===== src/rtl/nibble_demux_if.sv =====
// Stream/sample bundle between the nibble stream source and the demux.
interface nibble_demux_if #(
  parameter int ERR_W = 8
);
  logic [4:0]       in_data;
  logic [15:0]      out_data [2];
  logic             out_valid;
  logic             locked;
  logic             sync_err;
  logic [ERR_W-1:0] err_count;

  modport master (output in_data, input out_data, out_valid, locked, sync_err, err_count);
  modport slave  (input in_data, output out_data, out_valid, locked, sync_err, err_count);
endinterface


===== src/rtl/nibble_demux.sv =====
// Rebuilds two 16-bit samples from the 8-word tagged nibble stream.
// Optional: DEMUX_ZERO_ON_LOSS_EN clears out_data when lock is lost.
module nibble_demux #(
  parameter int LOCK_FRAMES = 2,
  parameter int ERR_W       = 8
) (
  input  logic          clk,
  input  logic          rst,
  nibble_demux_if.slave bus
);
  typedef enum logic [1:0] {HUNT, VERIFY, LOCKED} state_t;

  localparam logic [3:0] LOCK_N = 4'(LOCK_FRAMES);

  state_t                 state_q, state_d;
  logic [2:0]             slot_q, slot_d;
  logic [3:0]             good_q, good_d;
  logic                   prev_tag_q, prev_tag_d;
  logic [1:0][15:0]       sh_q, sh_d;
  logic [1:0][15:0]       dout_q, dout_d;
  logic                   vld_q, vld_d;
  logic                   serr_q, serr_d;
  logic [ERR_W-1:0]       err_q, err_d;

  logic [3:0] nib;
  logic       tag;
  assign nib = bus.in_data[4:1];
  assign tag = bus.in_data[0];

  always_comb begin
    state_d    = state_q;
    slot_d     = slot_q;
    good_d     = good_q;
    prev_tag_d = tag;
    sh_d       = sh_q;
    dout_d     = dout_q;
    vld_d      = 1'b0;
    serr_d     = 1'b0;
    err_d      = err_q;
    case (state_q)
      HUNT: begin
        if (prev_tag_q && !tag) begin
          sh_d[0] = {12'h000, nib};
          slot_d  = 3'd1;
          good_d  = 4'd0;
          state_d = VERIFY;
        end
      end
      default: begin
        // slot[2] is the channel of the word expected in this slot
        if (tag != slot_q[2]) begin
          serr_d  = 1'b1;
          if (err_q != {ERR_W{1'b1}}) err_d = err_q + 1'b1;
          slot_d  = 3'd0;
          state_d = HUNT;
`ifdef DEMUX_ZERO_ON_LOSS_EN
          if (state_q == LOCKED) dout_d = '0;
`endif
        end else begin
          sh_d[slot_q[2]] = {sh_q[slot_q[2]][11:0], nib};
          slot_d          = slot_q + 3'd1;
          if (slot_q == 3'd7) begin
            if (state_q == LOCKED) begin
              vld_d = 1'b1;
            end else begin
              good_d = good_q + 4'd1;
              if (good_q + 4'd1 == LOCK_N) begin
                state_d = LOCKED;
                vld_d   = 1'b1;
              end
            end
            if (vld_d) begin
              dout_d[0] = sh_q[0];
              dout_d[1] = {sh_q[1][11:0], nib};
            end
          end
        end
      end
    endcase
  end

  always_ff @(posedge clk or posedge rst) begin
    if (rst) begin
      state_q    <= HUNT;
      slot_q     <= '0;
      good_q     <= '0;
      prev_tag_q <= 1'b0;
      sh_q       <= '0;
      dout_q     <= '0;
      vld_q      <= 1'b0;
      serr_q     <= 1'b0;
      err_q      <= '0;
    end else begin
      state_q    <= state_d;
      slot_q     <= slot_d;
      good_q     <= good_d;
      prev_tag_q <= prev_tag_d;
      sh_q       <= sh_d;
      dout_q     <= dout_d;
      vld_q      <= vld_d;
      serr_q     <= serr_d;
      err_q      <= err_d;
    end
  end

  assign bus.out_data[0] = dout_q[0];
  assign bus.out_data[1] = dout_q[1];
  assign bus.out_valid   = vld_q;
  assign bus.locked      = (state_q == LOCKED);
  assign bus.sync_err    = serr_q;
  assign bus.err_count   = err_q;
endmodule


===== src/flat_wrapper.sv =====
// flat-port wrapper written by rule: the top's interface ports become plain ports
module nibble_demux_flat 
#(
  parameter int LOCK_FRAMES = 2,
  parameter int ERR_W       = 8
)
  (clk, rst, bus_in_data, bus_out_data, bus_out_valid, bus_locked, bus_sync_err, bus_err_count);
  nibble_demux_if #(.ERR_W(ERR_W)) bus_i ();
  input  logic clk;
  input  logic rst;
  input wire logic [$bits(bus_i.in_data)-1:0] bus_in_data;
  output wire logic [$bits(bus_i.out_data)-1:0] bus_out_data;
  output wire logic [$bits(bus_i.out_valid)-1:0] bus_out_valid;
  output wire logic [$bits(bus_i.locked)-1:0] bus_locked;
  output wire logic [$bits(bus_i.sync_err)-1:0] bus_sync_err;
  output wire logic [$bits(bus_i.err_count)-1:0] bus_err_count;
  assign bus_i.in_data = bus_in_data;
  assign bus_out_data = {>>{bus_i.out_data}};
  assign bus_out_valid = bus_i.out_valid;
  assign bus_locked = bus_i.locked;
  assign bus_sync_err = bus_i.sync_err;
  assign bus_err_count = bus_i.err_count;
  nibble_demux #(.LOCK_FRAMES(LOCK_FRAMES), .ERR_W(ERR_W)) u_core (.clk(clk), .rst(rst), .bus(bus_i));
endmodule

===== config.mk =====
export PLATFORM = sky130hd
export DESIGN_NAME = nibble_demux_flat
export DESIGN_NICKNAME = d
export VERILOG_FILES = /design/src/rtl/nibble_demux_if.sv /design/src/rtl/nibble_demux.sv /design/src/flat_wrapper.sv
export SDC_FILE = /design/constraint.sdc
export NUM_CORES = 1
export LEC_CHECK = 0
export CAP_MARGIN = 20
export CORE_ASPECT_RATIO = 2
export CORE_MARGIN = 2
export CORE_UTILIZATION = 50
export DETAILED_ROUTE_END_ITERATION = 6
export GPL_ROUTABILITY_DRIVEN = 0
export PLACE_DENSITY = 0.75
export REMOVE_ABC_BUFFERS = 1
export SLEW_MARGIN = 30
export SYNTH_ARGS = -nofsm -noshare
export SYNTH_HDL_FRONTEND = slang
export SYNTH_SLANG_ARGS = --single-unit

===== constraint.sdc =====
create_clock -name clk -period 4.65 [get_ports clk]
set_input_delay 0.93 -clock clk [delete_from_list [all_inputs] [get_ports clk]]
set_output_delay 0.93 -clock clk [all_outputs]
set_load 0.01 [all_outputs]

==> metrics.csv <==
stage,metric,value,unit
status,status,finished clean,
logic_synthesis,"flops & latches, synth",80,
timing,Worst Tran Pin Value,0.696,ns
grt,initial antenna violation count,0,
timing,final hold viol count,0,
route,drt first pass iters,4,
placed_design,DP HPWL,4290,um
final_layout,cell area after layout,4250,um^2
min_path,HP Class,register to register,
timing,Fin Setup TNS,0,ns
worst_setup_path,Worst path slowest cell,clkdlybuf4s50_1,
clock_tree,post-CTS resize count,0,
final_layout,nets@finish,327,
timing,RSZ-0062 raised after global routing,no,
clock_tree,Max Root-Sink Buffers,2,
worst_setup_path,worst setup path class,input port to register,
power,PwrDens,456,nW/um^2
logic_synthesis,Mapped Area,3350,um^2
floorplan,io pins,50,
final_layout,Multi-input gate area,1280,um^2
grt,vias in the first global route,2220,
logic_synthesis,synth unique cells,41,
worst_setup_path,CP max FO,18,
clock_tree,# Post-CTS Setup Buffers,0,
timing,period utilization,61.3,%
route,Final ANT Viol Nets,0,
floorplan,Die Y,120,um
timing,f_max,351,MHz
final_layout,number of fill cells in the layout,536,
clock_tree,H-tree levels,3,
final_layout,ratio of cells with drive above 1 in the final layout,25.4,%
floorplan,row cnt,42,
final_layout,P&R area growth vs syn,26.8,%
logic_synthesis,Syn. warnings,0,
power,Leak,2.01,nW
route,DR vias,2209,
clock_tree,CTS tree,built,
logic_synthesis,Syn Area/Cell,12.8,um^2
floorplan,Placeable Area,6570,um^2
route,drt first-iter violations,91,
timing,fin. max-slew vios,0,
route,residual DRC count,0,
power,maximum vdd drop,0.384,mV
worst_setup_path,Crit path required time,4.86,ns
worst_setup_path,Buffers & Inverters on Critical Path,2,
clock_tree,clock latency on the worst-skew pair,0.33,ns
route,DR vias/cell,5.43,
worst_setup_path,"CP delay by family, top",buffers and inverters,
worst_setup_path,worst-path cell chain,clkdlybuf4s50_1 > xnor2_2 > nand2_1 > a21oi_4 > buf_16 > mux2_2,
floorplan,DIE AREA,7410,um^2
worst_setup_path,Critical Path Source Type,input port,
clock_tree,CTS Sinks,80,
grt,first-pass GRT wire length,10700,um
final_layout,n_diodes,0,
clock_tree,Post-CTS Hold Fix Bufs,0,
logic_synthesis,post-synthesis sequential area ratio,59.8,%
floorplan,Die X,61.9,um
job,Max-cap violations,0,
grt,All-Layer GR Usage,19.8,%
timing,final setup violating endpoints,0,
final_layout,Register Area,2000,um^2
grt,pin count of the biggest net entering global routing,59,
logic_synthesis,Syn Inst Count,261,
worst_setup_path,CP Capture Type,register,
worst_setup_path,CP peak stage delay,0.56,ns
timing,final setup skew,0.00700,ns
placed_design,placed inst area,3940,um^2
timing,minimum clock period after layout,2.85,ns
worst_setup_path,WP data arrival,3.06,ns
timing,Slew HR,53.6,%
clock_tree,TritonCTS Buffers,9,
route,drt wl/cell,15.1,um
placed_design,buffers added on ports,49,
route,Detailed Route WL,6160,um
clock_tree,CTS clock-pin slew for the worst setup and hold paths,0.06,ns
floorplan,Initial Util,51.0,%
clock_tree,CTS root buf,clkbuf_16,
grt,grt total ovfl,0,
-- synth_stat cells --
master | number | area share [%]
and4_1 | 2 | 0.52
nor3_1 | 1 | 0.15
xor2_1 | 1 | 0.26
nand2b_1 | 1 | 0.19
mux2i_1 | 1 | 0.30
nor3_2 | 1 | 0.30
xnor2_2 | 1 | 0.49
a32o_1 | 2 | 0.60
clkbuf_1 | 3 | 0.34
o22ai_1 | 1 | 0.19
o21ai_0 | 5 | 0.75
nand2_1 | 36 | 4.0
and3_2 | 1 | 0.22
nand3_1 | 22 | 3.3
nor2b_1 | 1 | 0.19
and2_2 | 3 | 0.67
nor3b_1 | 2 | 0.45
inv_1 | 3 | 0.34
and3_1 | 1 | 0.19
clkinv_1 | 1 | 0.11
a41oi_1 | 1 | 0.26
buf_2 | 2 | 0.30
a21oi_1 | 6 | 0.90
a21o_1 | 1 | 0.22
o211ai_1 | 1 | 0.22
nor2_1 | 5 | 0.56
a311o_1 | 1 | 0.30
and2b_2 | 1 | 0.26
o221ai_1 | 1 | 0.26
ha_1 | 5 | 1.9
mux2_2 | 53 | 18
xnor2_1 | 2 | 0.52
a31oi_1 | 2 | 0.37
o21ai_2 | 1 | 0.26
o21ba_2 | 1 | 0.30
or2_2 | 1 | 0.19
dfrtp_1 | 80 | 60
a21oi_2 | 1 | 0.26
buf_6 | 3 | 1.0
nand4_1 | 2 | 0.37
and2_1 | 2 | 0.37
-- layer usage --
layer | wire length [um] | track usage, % | part of all wire (%)
met3 | 195 | 4.85 | 3.2
met4 | 114 | 9.04 | 1.9
met5 | 0 | 0 | 0
met2 | 3470 | 31.3 | 56
met1 | 2380 | 24.9 | 39
-- state kept, by name, summed over array words and instances, names as in the netlist --
signal                cells
u_core.good_q             4
u_core.sh_q              28
u_core.prev_tag_q         1
u_core.state_q            2
u_core.bus.out_valid      1
u_core.bus.err_count      8
u_core.bus.sync_err       1
u_core.slot_q             3
u_core.bus.out_data      32
-- final timing paths --
kind / from / endpoint / slack [ns] / depth (start not counted)
worst min-delay path: u_core.sh_q[14] / u_core.sh_q[14] / 0.46 / 2
min in group asynchronous: rst / u_core.good_q[1] / 1.07 / 2
worst min register to register: u_core.sh_q[14] / u_core.sh_q[14] / 0.46 / 2
worst max-delay path: bus_in_data[0] / u_core.bus.out_data[1] / 1.80 / 6
worst max register to register: u_core.good_q[0] / u_core.bus.out_data[1] / 2.32 / 6
max in group asynchronous: rst / u_core.sh_q[17] / 2.80 / 3
-- kinds of logic (layout without fill, tap and decap cells) --
kind of cell	count (synthesis)	after routing	share of synthesized area (%)
simple gates	82	82	12.0
flops	80	80	59.8
mux	54	54	18.1
compound gates	24	24	4.90
buf+inv	12	70	2.09
fa+ha+maj	5	5	1.87
xor+xnor	4	4	1.27
-- worst reg2reg max path, stage by stage, from the launching register on --
cell and delay (ns):
dfrtp_1 0.47, ha_1 0.28, and2_2 0.19, o211ai_1 0.14, a21oi_4 0.54, buf_16 0.23, mux2_2 0.35
-- metrics by stage --
step | utilization (%) | cells | power (mW) | hold slack (ns) | worst slack (ns)
CTS | 64.6 | 407 | 1.96 | 0.469 | 1.80
global placement | 59.5 | 391 | 1.22 | 0.445 | 1.31
detailed placement | 59.9 | 392 | 1.24 | 0.458 | 1.46
floorplan | - | 253 | 1.11 | 0.433 | 1.67
finish | 64.6 | 407 | 1.93 | 0.464 | 1.80
global route | 64.6 | 407 | 2.05 | 0.488 | 1.70
-- area by class of cell --
class                           count  share of cell area [%]
Clock buffer                       13                    6.36
Clock inverter                      2                   0.884
Inverter                            4                   0.412
Multi-Input combinational cell    169                    30.2
Sequential cell                    80                    47.1
Tap cell                           88                    2.59
Timing Repair Buffer               51                    12.4
-- cell usage in the layout, fill, tap and decap left out, drive strengths merged, types with 5 or more instances in the layout --
master and instances:
dfrtp 80, mux2 53, clkdlybuf4s50 49, nand2 36, nand3 22, clkbuf 13, a21oi 7, o21ai 6
nor2 5, ha 5, and2 5
-- where the power goes --
part	leakage, nW	internal, mW	switching [mW]
logic	0.774	0.154	0.158
registers	1.08	0.813	0.101
clock network	0.148	0.456	0.253
total	2.01	1.42	0.512
(Power assumes the default switching activity.)
